$ cat src/rtl/uart_pkg.sv
// ---------------------------------------------------------------------------
// uart_pkg
// Shared types and constants for the UART peripheral: the FSM state encoding
// used by both the transmitter and the receiver, and the frame geometry.
// No ports.
// ---------------------------------------------------------------------------
package uart_pkg;

    typedef enum logic [1:0] {
        IDLE,
        START,
        DATA,
        STOP
    } UART_STATE_t;

    // Data bits per 8N1 frame.
    localparam int UART_FRAME_BITS = 8;

    // Width of the data-bit index inside a frame.
    localparam int UART_BIT_IDX_W = $clog2(UART_FRAME_BITS);

    // Index of the last data bit, sized to the bit index counter.
    localparam logic [UART_BIT_IDX_W-1:0] UART_LAST_BIT = UART_BIT_IDX_W'(UART_FRAME_BITS - 1);

endpackage : uart_pkg

$ cat src/rtl/uart_if.sv
// ---------------------------------------------------------------------------
// uart_if
// Register-side handshake between the memory controller and the UART
// peripheral.
//   master (memory controller): drives tx_send, tx_data, rx_clear;
//                               reads busy, rx_flag, rx_data, rx_overrun,
//                               rx_frame_err.
//   slave  (uart_peripheral):   the mirror image.
// ---------------------------------------------------------------------------
interface uart_if;

    logic        tx_send;       // one-cycle request to transmit tx_data
    logic [7:0]  tx_data;       // byte to transmit, sampled on acceptance
    logic        rx_clear;      // acknowledge: clears rx_flag and rx_overrun
    logic        busy;          // transmitter not idle
    logic        rx_flag;       // received byte valid, sticky
    logic [31:0] rx_data;       // last received byte, zero-extended
    logic        rx_overrun;    // sticky: byte arrived while rx_flag was set
    logic        rx_frame_err;  // one-cycle pulse: stop bit sampled low

    modport master (
        output tx_send, tx_data, rx_clear,
        input  busy, rx_flag, rx_data, rx_overrun, rx_frame_err
    );

    modport slave (
        input  tx_send, tx_data, rx_clear,
        output busy, rx_flag, rx_data, rx_overrun, rx_frame_err
    );

endinterface : uart_if

$ cat src/rtl/uart_bit_timer.sv
// ---------------------------------------------------------------------------
// uart_bit_timer
// Bit-period timer shared by the TX and RX state machines (one per direction).
// Counts 0..CLKS_PER_BIT-1 and raises tick in the last cycle of the period;
// the count wraps to 0 on the tick so consecutive bits need no restart.
//   clk, rst  : clock, asynchronous active-high reset
//   restart   : forces the count back to 0 on the next edge (state entry)
//   half      : use the CLKS_PER_BIT/2 terminal count (RX start-bit centre)
//   tick      : terminal count reached this cycle
// ---------------------------------------------------------------------------
module uart_bit_timer #(
    parameter int CLKS_PER_BIT = 434
) (
    input  logic clk,
    input  logic rst,
    input  logic restart,
    input  logic half,
    output logic tick
);

    localparam int CNT_W = (CLKS_PER_BIT > 1) ? $clog2(CLKS_PER_BIT) : 1;
    localparam logic [CNT_W-1:0] FULL_TC = CNT_W'(CLKS_PER_BIT - 1);
    localparam logic [CNT_W-1:0] HALF_TC = CNT_W'(CLKS_PER_BIT / 2 - 1);

    logic [CNT_W-1:0] cnt_q, cnt_d;

    // NOTE: every signal driven here gets a value on every path (defaults first
    // in larger blocks); a path that leaves one unassigned infers a latch.
    always_comb begin
        tick  = (cnt_q == (half ? HALF_TC : FULL_TC));
        cnt_d = (restart || tick) ? '0 : cnt_q + CNT_W'(1);
    end

    // NOTE: clocked blocks use non-blocking assignments only, so every flop
    // samples pre-edge values regardless of block evaluation order.
    always_ff @(posedge clk or posedge rst) begin
        if (rst) begin
            cnt_q <= '0;
        end else begin
            cnt_q <= cnt_d;
        end
    end

endmodule : uart_bit_timer

$ cat src/rtl/uart_peripheral.sv
// ---------------------------------------------------------------------------
// uart_peripheral
// 8N1 UART transmitter and receiver behind the memory-mapped UART registers.
//   clk, rst   : system clock, asynchronous active-high reset
//   bus        : uart_if.slave - tx_send/tx_data/rx_clear in,
//                busy/rx_flag/rx_data/rx_overrun/rx_frame_err out
//   uart_rxd   : serial input pin, asynchronous to clk
//   uart_txd   : serial output pin, idle high
// All outputs come straight from flops. TX and RX are independent.
// ---------------------------------------------------------------------------
module uart_peripheral
    import uart_pkg::*;
#(
    parameter int CLK_FREQ     = 50_000_000,
    parameter int BAUD_RATE    = 115_200,
    parameter int CLKS_PER_BIT = CLK_FREQ / BAUD_RATE
) (
    input  logic   clk,
    input  logic   rst,
    uart_if.slave  bus,
    input  logic   uart_rxd,
    output logic   uart_txd
);

    // -----------------------------------------------------------------------
    // Transmitter
    // -----------------------------------------------------------------------
    UART_STATE_t               tx_state_q, tx_state_d;
    logic [7:0]                tx_shift_q, tx_shift_d;
    logic [UART_BIT_IDX_W-1:0] tx_bit_q,   tx_bit_d;
    logic                      tx_txd_q,   tx_txd_d;
    logic                      tx_busy_q,  tx_busy_d;
    logic                      tx_tick;

    uart_bit_timer #(.CLKS_PER_BIT(CLKS_PER_BIT)) u_tx_timer (
        .clk     (clk),
        .rst     (rst),
        .restart (tx_state_d != tx_state_q),
        .half    (1'b0),
        .tick    (tx_tick)
    );

    always_comb begin
        tx_state_d = tx_state_q;
        tx_shift_d = tx_shift_q;
        tx_bit_d   = tx_bit_q;
        unique case (tx_state_q)
            IDLE: begin
                // Sends are only looked at here, so a send while busy is dropped.
                if (bus.tx_send) begin
                    tx_shift_d = bus.tx_data;
                    tx_state_d = START;
                end
            end
            START: begin
                if (tx_tick) begin
                    tx_bit_d   = '0;
                    tx_state_d = DATA;
                end
            end
            DATA: begin
                if (tx_tick) begin
                    if (tx_bit_q == UART_LAST_BIT) begin
                        tx_state_d = STOP;
                    end else begin
                        tx_bit_d   = tx_bit_q + UART_BIT_IDX_W'(1);
                        tx_shift_d = tx_shift_q >> 1;
                    end
                end
            end
            STOP: begin
                if (tx_tick) begin
                    tx_state_d = IDLE;
                end
            end
        endcase
        // Line level and busy are derived from the next state so they change
        // on the same edge as the state itself.
        tx_busy_d = (tx_state_d != IDLE);
        tx_txd_d  = (tx_state_d == DATA) ? tx_shift_d[0] : (tx_state_d != START);
    end

    always_ff @(posedge clk or posedge rst) begin
        if (rst) begin
            tx_state_q <= IDLE;
            tx_shift_q <= '0;
            tx_bit_q   <= '0;
            tx_txd_q   <= 1'b1;
            tx_busy_q  <= 1'b0;
        end else begin
            tx_state_q <= tx_state_d;
            tx_shift_q <= tx_shift_d;
            tx_bit_q   <= tx_bit_d;
            tx_txd_q   <= tx_txd_d;
            tx_busy_q  <= tx_busy_d;
        end
    end

    // -----------------------------------------------------------------------
    // Receiver
    // -----------------------------------------------------------------------
    logic [1:0]                rx_sync_q, rx_sync_d;
    logic                      rxd_s;
    UART_STATE_t               rx_state_q, rx_state_d;
    logic [7:0]                rx_shift_q, rx_shift_d;
    logic [UART_BIT_IDX_W-1:0] rx_bit_q,   rx_bit_d;
    logic [7:0]                rx_byte_q,  rx_byte_d;
    logic                      rx_flag_q,  rx_flag_d;
    logic                      rx_ovr_q,   rx_ovr_d;
    logic                      rx_err_q,   rx_err_d;
    logic                      rx_tick;

    // Two-flop synchronizer; idles high like the line so reset is not a start bit.
    assign rx_sync_d = {rx_sync_q[0], uart_rxd};
    assign rxd_s     = rx_sync_q[1];

    uart_bit_timer #(.CLKS_PER_BIT(CLKS_PER_BIT)) u_rx_timer (
        .clk     (clk),
        .rst     (rst),
        .restart (rx_state_d != rx_state_q),
        .half    (rx_state_q == START),
        .tick    (rx_tick)
    );

    always_comb begin
        rx_state_d = rx_state_q;
        rx_shift_d = rx_shift_q;
        rx_bit_d   = rx_bit_q;
        rx_byte_d  = rx_byte_q;
        rx_flag_d  = rx_flag_q;
        rx_ovr_d   = rx_ovr_q;
        rx_err_d   = 1'b0;
        if (bus.rx_clear) begin
            rx_flag_d = 1'b0;
            rx_ovr_d  = 1'b0;
        end
        unique case (rx_state_q)
            IDLE: begin
                if (!rxd_s) begin
                    rx_state_d = START;
                end
            end
            START: begin
                // Mid start bit: still low means a real frame, high was a glitch.
                if (rx_tick) begin
                    rx_bit_d   = '0;
                    rx_state_d = rxd_s ? IDLE : DATA;
                end
            end
            DATA: begin
                if (rx_tick) begin
                    rx_shift_d = {rxd_s, rx_shift_q[7:1]};
                    if (rx_bit_q == UART_LAST_BIT) begin
                        rx_state_d = STOP;
                    end else begin
                        rx_bit_d = rx_bit_q + UART_BIT_IDX_W'(1);
                    end
                end
            end
            STOP: begin
                if (rx_tick) begin
                    rx_state_d = IDLE;
                    if (rxd_s) begin
                        // Completion overrides a coincident rx_clear.
                        rx_byte_d = rx_shift_q;
                        rx_flag_d = 1'b1;
                        rx_ovr_d  = !bus.rx_clear && (rx_ovr_q || rx_flag_q);
                    end else begin
                        rx_err_d = 1'b1;
                    end
                end
            end
        endcase
    end

    always_ff @(posedge clk or posedge rst) begin
        if (rst) begin
            rx_sync_q  <= 2'b11;
            rx_state_q <= IDLE;
            rx_shift_q <= '0;
            rx_bit_q   <= '0;
            rx_byte_q  <= '0;
            rx_flag_q  <= 1'b0;
            rx_ovr_q   <= 1'b0;
            rx_err_q   <= 1'b0;
        end else begin
            rx_sync_q  <= rx_sync_d;
            rx_state_q <= rx_state_d;
            rx_shift_q <= rx_shift_d;
            rx_bit_q   <= rx_bit_d;
            rx_byte_q  <= rx_byte_d;
            rx_flag_q  <= rx_flag_d;
            rx_ovr_q   <= rx_ovr_d;
            rx_err_q   <= rx_err_d;
        end
    end

    // -----------------------------------------------------------------------
    // Outputs
    // -----------------------------------------------------------------------
    assign uart_txd         = tx_txd_q;
    assign bus.busy         = tx_busy_q;
    assign bus.rx_flag      = rx_flag_q;
    assign bus.rx_data      = {24'h0, rx_byte_q};
    assign bus.rx_overrun   = rx_ovr_q;
    assign bus.rx_frame_err = rx_err_q;

endmodule : uart_peripheral

$ cat src/flat_wrapper.sv
// flat-port wrapper written by rule: the top's interface ports become plain ports
module uart_peripheral_flat import uart_pkg::*;
#(
    parameter int CLK_FREQ     = 50_000_000,
    parameter int BAUD_RATE    = 115_200,
    parameter int CLKS_PER_BIT = CLK_FREQ / BAUD_RATE
)
  (clk, rst, uart_rxd, uart_txd, bus_tx_send, bus_tx_data, bus_rx_clear, bus_busy, bus_rx_flag, bus_rx_data, bus_rx_overrun, bus_rx_frame_err);
  uart_if bus_i ();
  input  logic clk;
  input  logic rst;
  input  logic uart_rxd;
  output logic uart_txd;
  input wire logic [$bits(bus_i.tx_send)-1:0] bus_tx_send;
  input wire logic [$bits(bus_i.tx_data)-1:0] bus_tx_data;
  input wire logic [$bits(bus_i.rx_clear)-1:0] bus_rx_clear;
  output wire logic [$bits(bus_i.busy)-1:0] bus_busy;
  output wire logic [$bits(bus_i.rx_flag)-1:0] bus_rx_flag;
  output wire logic [$bits(bus_i.rx_data)-1:0] bus_rx_data;
  output wire logic [$bits(bus_i.rx_overrun)-1:0] bus_rx_overrun;
  output wire logic [$bits(bus_i.rx_frame_err)-1:0] bus_rx_frame_err;
  assign bus_i.tx_send = bus_tx_send;
  assign bus_i.tx_data = bus_tx_data;
  assign bus_i.rx_clear = bus_rx_clear;
  assign bus_busy = bus_i.busy;
  assign bus_rx_flag = bus_i.rx_flag;
  assign bus_rx_data = bus_i.rx_data;
  assign bus_rx_overrun = bus_i.rx_overrun;
  assign bus_rx_frame_err = bus_i.rx_frame_err;
  uart_peripheral #(.CLK_FREQ(CLK_FREQ), .BAUD_RATE(BAUD_RATE), .CLKS_PER_BIT(CLKS_PER_BIT)) u_core (.clk(clk), .rst(rst), .bus(bus_i), .uart_rxd(uart_rxd), .uart_txd(uart_txd));
endmodule
$ cat config.mk
export PLATFORM = sky130hd
export DESIGN_NAME = uart_peripheral_flat
export DESIGN_NICKNAME = d
export VERILOG_FILES = /design/src/rtl/uart_pkg.sv /design/src/rtl/uart_if.sv /design/src/rtl/uart_bit_timer.sv /design/src/rtl/uart_peripheral.sv /design/src/flat_wrapper.sv
export SDC_FILE = /design/constraint.sdc
export NUM_CORES = 1
export LEC_CHECK = 0
export ABC_CLOCK_PERIOD_IN_PS = 2100
export BUFFER_PORTS_ARGS = -buffer_cell sky130_fd_sc_hd__clkbuf_2
export CORE_UTILIZATION = 56
export CTS_CLUSTER_SIZE = 30
export DETAILED_ROUTE_END_ITERATION = 8
export PLACE_DENSITY_LB_ADDON = 0.25
export SYNTH_ARGS = -nofsm -noshare
export SYNTH_HDL_FRONTEND = slang
export SYNTH_SLANG_ARGS = --single-unit
$ cat constraint.sdc
create_clock -name clk -period 2.1 [get_ports clk]
set_input_delay 0.315 -clock clk [delete_from_list [all_inputs] [get_ports clk]]
set_output_delay 0.315 -clock clk [all_outputs]
set_load 0.01 [all_outputs]
# Word-level counts from Yosys, hierarchy flattened

Cells that the tools add are included.

Bits in registers: 59
Bits of input ports: 13
Output and inout port bits: 37

$add $sub $neg: 4
Eq/ne operators: 21
Muxes and demuxes: 40
Reductions and logical operators: 16

Operator list:

| cell                                                                    | number |
|---|---|
| 9-bit two-way mux                                                       | 3 |
| 8-bit two-way mux                                                       | 3 |
| 2-bit two-way mux                                                       | 11 |
| 9-bit by 1-bit adder with 9-bit output, second input constant           | 2 |
| 3-bit two-way mux                                                       | 6 |
| 2-bit case mux with 4 select lines                                      | 2 |
| 8-bit case mux with 2 select lines                                      | 1 |
| 1-bit two-way mux                                                       | 12 |
| 3-bit case mux with 2 select lines                                      | 2 |
| 4-bit AND reduction                                                     | 3 |
| 2-bit equality test, second input constant                              | 5 |
| 2-bit by 1-bit inequality test with 1-bit output, second input constant | 5 |
| 9-bit equality test                                                     | 1 |
| 9-bit equality test, second input constant                              | 1 |
| 2-bit nonzero test                                                      | 4 |
| 3-bit by 1-bit adder with 3-bit output, second input constant           | 2 |
| 3-bit equality test, second input constant                              | 2 |
| 2-bit inequality test, second input constant                            | 3 |
| 2-bit by 1-bit equality test with 1-bit output, second input constant   | 2 |
| 2-bit logical NOT                                                       | 2 |
| 2-bit inequality test                                                   | 2 |
| 1-bit logical OR                                                        | 3 |
| 3-bit AND reduction                                                     | 1 |
| 2-bit AND reduction                                                     | 1 |
| other kinds (2)                                                         | 2 |

# Depth between registers and ports, before layout

Depth after elaboration: 8
Gate-level depth with buffers: 7
Depth with buffers taken out: 6

# Cells and area by module

Synthesis repeated with hierarchy kept, for this count alone.

Cells, all modules: 279
Area, all modules: 3020.4 um^2

Modules (own cells, without submodules):

| module          | times used | cells an instance | area each (um^2) | sequential area each (um^2) |
|---|---|---|---|---|
| uart_peripheral | 1          | 189               | 2057.0           | 1029.7 |
| uart_bit_timer  | 2          | 45                | 481.7            | 225.2 |

# Least setup slack after synthesis

No wires, ideal clock.

Path type: register -> register
From: register u_core.rx_state_q[1]
To: register u_core.rx_byte_q[0]
Data arrival time: 1.716 ns
Data required time: 1.975 ns
Setup slack: 0.259 ns
Stages on the path, launching flop included: 7
Buffers on the path: 2
Path through: dfrtp_1 > buf_6 > nand2b_4 > or3_1 > buf_6 > a21oi_4 > mux2_2

Word-level cells in the longest chain between the ends: 4
Elaborated cells between the ends (all ways): 5
Classes of those cells: eq/ne (3); mux (1); reduce/logical (1)

Ends and longest elaborated chain:

| item                                           | line                   | text |
|---|---|---|
| start: declaration                             | uart_peripheral.sv:104 | `UART_STATE_t rx_state_q, rx_state_d;` |
| start signal: assignment                       | uart_peripheral.sv:188 | `rx_state_q <= rx_state_d;` |
| 2-bit by 1-bit equality test with 1-bit output | uart_peripheral.sv:121 | `.half (rx_state_q == START),` |
| 9-bit two-way mux                              | uart_bit_timer.sv:30   | `tick = (cnt_q == (half ? HALF_TC : FULL_TC));` |
| 9-bit equality test                            | uart_bit_timer.sv:30   |  |
| 3-bit AND reduction (no source line) *         | --                     |  |
| end signal: assignment                         | uart_peripheral.sv:191 | `rx_byte_q <= rx_byte_d;` |
| end: declaration                               | uart_peripheral.sv:107 | `logic [7:0] rx_byte_q, rx_byte_d;` |

Mark *: on every way between the ends. The rest lies on a longest branch, timed or not.
A chain may end at the register's enable or synchronous reset.

# Final worst setup path

From: register u_core.rx_state_q[0]
To: register u_core.rx_byte_q[6]

Same word-level chain as after synthesis.

==> out/results.txt <==
Final ANT Viol Nets - 0
CP max FO - 9
share of cells above drive strength 1 - 0.248
Post-route DRC - 0
Worst-Skew Late Latency - 0.34 ns
CP arrival - 2.20 ns
NetSw - 0.626 mW
Sw Share - 0.260
largest net degree at the start of global routing - 60
# clock sinks - 59
Mapped Cells - 262
library cells used by synthesis - 52
top_reg_cell synth - dfrtp_1
max frequency - 504 MHz
Vias - 1926
highest-count cells in the layout ignoring fill and taps - dfrtp_1 (56), clkbuf_2 (25), conb_1 (24)
Mapped Area - 2960 µm²
fin util - 0.641
Hold Vio Cnt, Final - 0
post-CTS setup buffers - 0
core area - 5110 µm²
vias per inst - 5.18
filler cell count - 442
H-Tree Depth - 3
die span in y - 74.7 µm
Setup violations, final - 0
status - finished clean
clock skew - 0.00716 ns
total CTS buffers - 9
Pint - 1.78 mW
syn_area_per_cell - 11.3 µm²
post-synthesis register bit count - 59
CP startpoint kind - register
Logic pwr share - 0.096
Std-Cell Rows - 26
all-layer global routing usage - 0.209
Resize count post-CTS - 0
Yosys warning total - 0
post-route insts no fill - 372
Async SR Flop Fraction - 1.00
Tmin final - 1.99 ns
Ports - 50
global route total overflow - 0
CP required - 2.32 ns
global-route wire length before repair - 8460 µm
Final GP Congestion - 0.832
max-cap violation count - 0
multi-input logic area - 1290 µm²
TNS Setup - 0 ns
Storage cell area - 1480 µm²
endpoint class of the critical path - register
DP Wirelength - 3550 µm
drt total wl - 5140 µm
antenna violations before repair - 0
RSZ-0062 raised after global routing - no
clock buffer depth - 2
register area share after synthesis - 0.500
Final Max Slew Viols - 0
vias in the first global route - 1815
clk root buf - clkbuf_8
Nets - 318
starting density of the core - 0.580
Leak Pwr - 1.56 nW
ant diodes - 0
Inst Count DP - 357
Worst Hold Class - input port to async pin
I/O Buffers - 25
Hold-fix buffers, CTS - 0
Seq pwr share - 0.546
Design Power - 2.40 mW
DRT Pass-1 Iters - 4
CP Class - register to register
Iter 0 DRT Violations - 81
Final period util - 0.945
clock share of power - 0.358
number of flops mapped to enable cells by yosys - 0
leading post-synthesis cells by cell area - dfrtp_1 (47%), buf_4 (6.1%), mux2_2 (6.1%), xnor2_1 (3.3%), ha_1 (3.0%)
post-synth top area cell - dfrtp_1
Area Overhead vs Synth - 10.7%
worst hold slack - 0.0176 ns
PwrDens - 733 nW/µm²
Max VDD drop - 0.000695 V
TritonCTS clock tree - built
DR WL/cell - 13.8 µm
die width - 74.7 µm
Die Footprint - 5580 µm²
commonest non-fill, non-tap cell in the layout - dfrtp_1
Yosys top cell area share - 0.473
Clock Pin Slew Worst Setup and Hold Paths - 0.07 ns
worst max-delay path, stage by stage (launching register included):
cell      delay (ns)
dfrtp_1         0.51
nand2b_4        0.10
or3_1           0.51
a21oi_4         0.37
mux2_2          0.38
cells by family (layout without fill, tap and decap cells):
logic type                 Yosys count  after routing  synth area share
and+or+nand+nor                     75             75             0.147
xor gates and xnor gates            15             15            0.0444
buffers and inverters               44             61            0.0921
muxes                               19             19            0.0714
adders and majority gates            7              7            0.0296
DFF                                 59             59             0.500
other                                1             24           0.00127
AOI/OAI and AO/OA                   42             42             0.114
worst paths after layout:
path / startpoint / endpoint / slack [ns] / depth (start not counted)
worst max-delay path: u_core.rx_state_q[0] / u_core.rx_byte_q[6] / 0.11 / 4
worst min-delay path: rst / u_core.u_tx_timer.cnt_q[3] / 0.02 / 3
worst max register to register: u_core.rx_state_q[0] / u_core.rx_byte_q[6] / 0.11 / 4
worst min register to register: u_core.rx_sync_q[0] / u_core.rx_sync_q[1] / 0.36 / 0
max in group asynchronous: rst / u_core.uart_txd / 1.78 / 3
min in group clk: uart_rxd / u_core.rx_sync_q[0] / 0.06 / 1
final cells by class:
| class | instances | area share |
|---|---|---|
| flip-flops and latches | 59 | 0.452 |
| multi-input cells | 182 | 0.395 |
| repair buffers | 35 | 0.0649 |
| clock buffers | 12 | 0.0443 |
| well taps | 70 | 0.0267 |
| inverters | 11 | 0.0126 |
| clock inverters | 3 | 0.00458 |
power by group through the flow:
stage	Sequential [mW]	Clock (mW)	Combinational [mW]
after global routing	1.32	0.933	0.272
after global placement	1.33	0	0.224
after detailed placement	1.33	0	0.233
final	1.31	0.859	0.231
after CTS	1.31	0.890	0.234
after floorplan	1.31	0	0.219
sequential cells by signal (all words and copies together) (netlist names), 2 cells and up:
name                     count
u_core.u_rx_timer.cnt_q      9
u_core.u_tx_timer.cnt_q      9
u_core.rx_byte_q             8
u_core.rx_shift_q            8
u_core.tx_shift_q            8
u_core.rx_bit_q              3
u_core.tx_bit_q              3
u_core.rx_state_q            2
u_core.rx_sync_q             2
u_core.tx_state_q            2
metal layers:
metal / GRT usage / wire, µm / vias to the layer above / share of wire
met1: 0.261 / 2250 / 936 / 0.44
met4: 0.0839 / 63 / 0 / 0.012
met2: 0.333 / 2630 / 34 / 0.51
met3: 0.0763 / 201 / 7 / 0.039
li1: - / - / 949 / -
met5: 0 / 0 / - / 0
per-stage QoR:
step	setup WS (ns)	instance area, µm²
2_1_floorplan	0.259	3050
3_3_place_gp	0.178	3120
3_5_place_dp	0.108	3120
4_1_cts	0.0990	3280
5_1_grt	0.00129	3280
6_report	0.115	3280
cell usage after synthesis, types with 6 or more instances:
master and instances:
nor2_1 16, buf_4 24, ha_1 7, a21o_1 8, mux2_2 16, xnor2_1 11, a22o_1 6, inv_1 11
dfrtp_1 56, nor3_1 14, nand2_1 10, nand3_1 7
No activity file was read; power rests on OpenSTA's default activity.
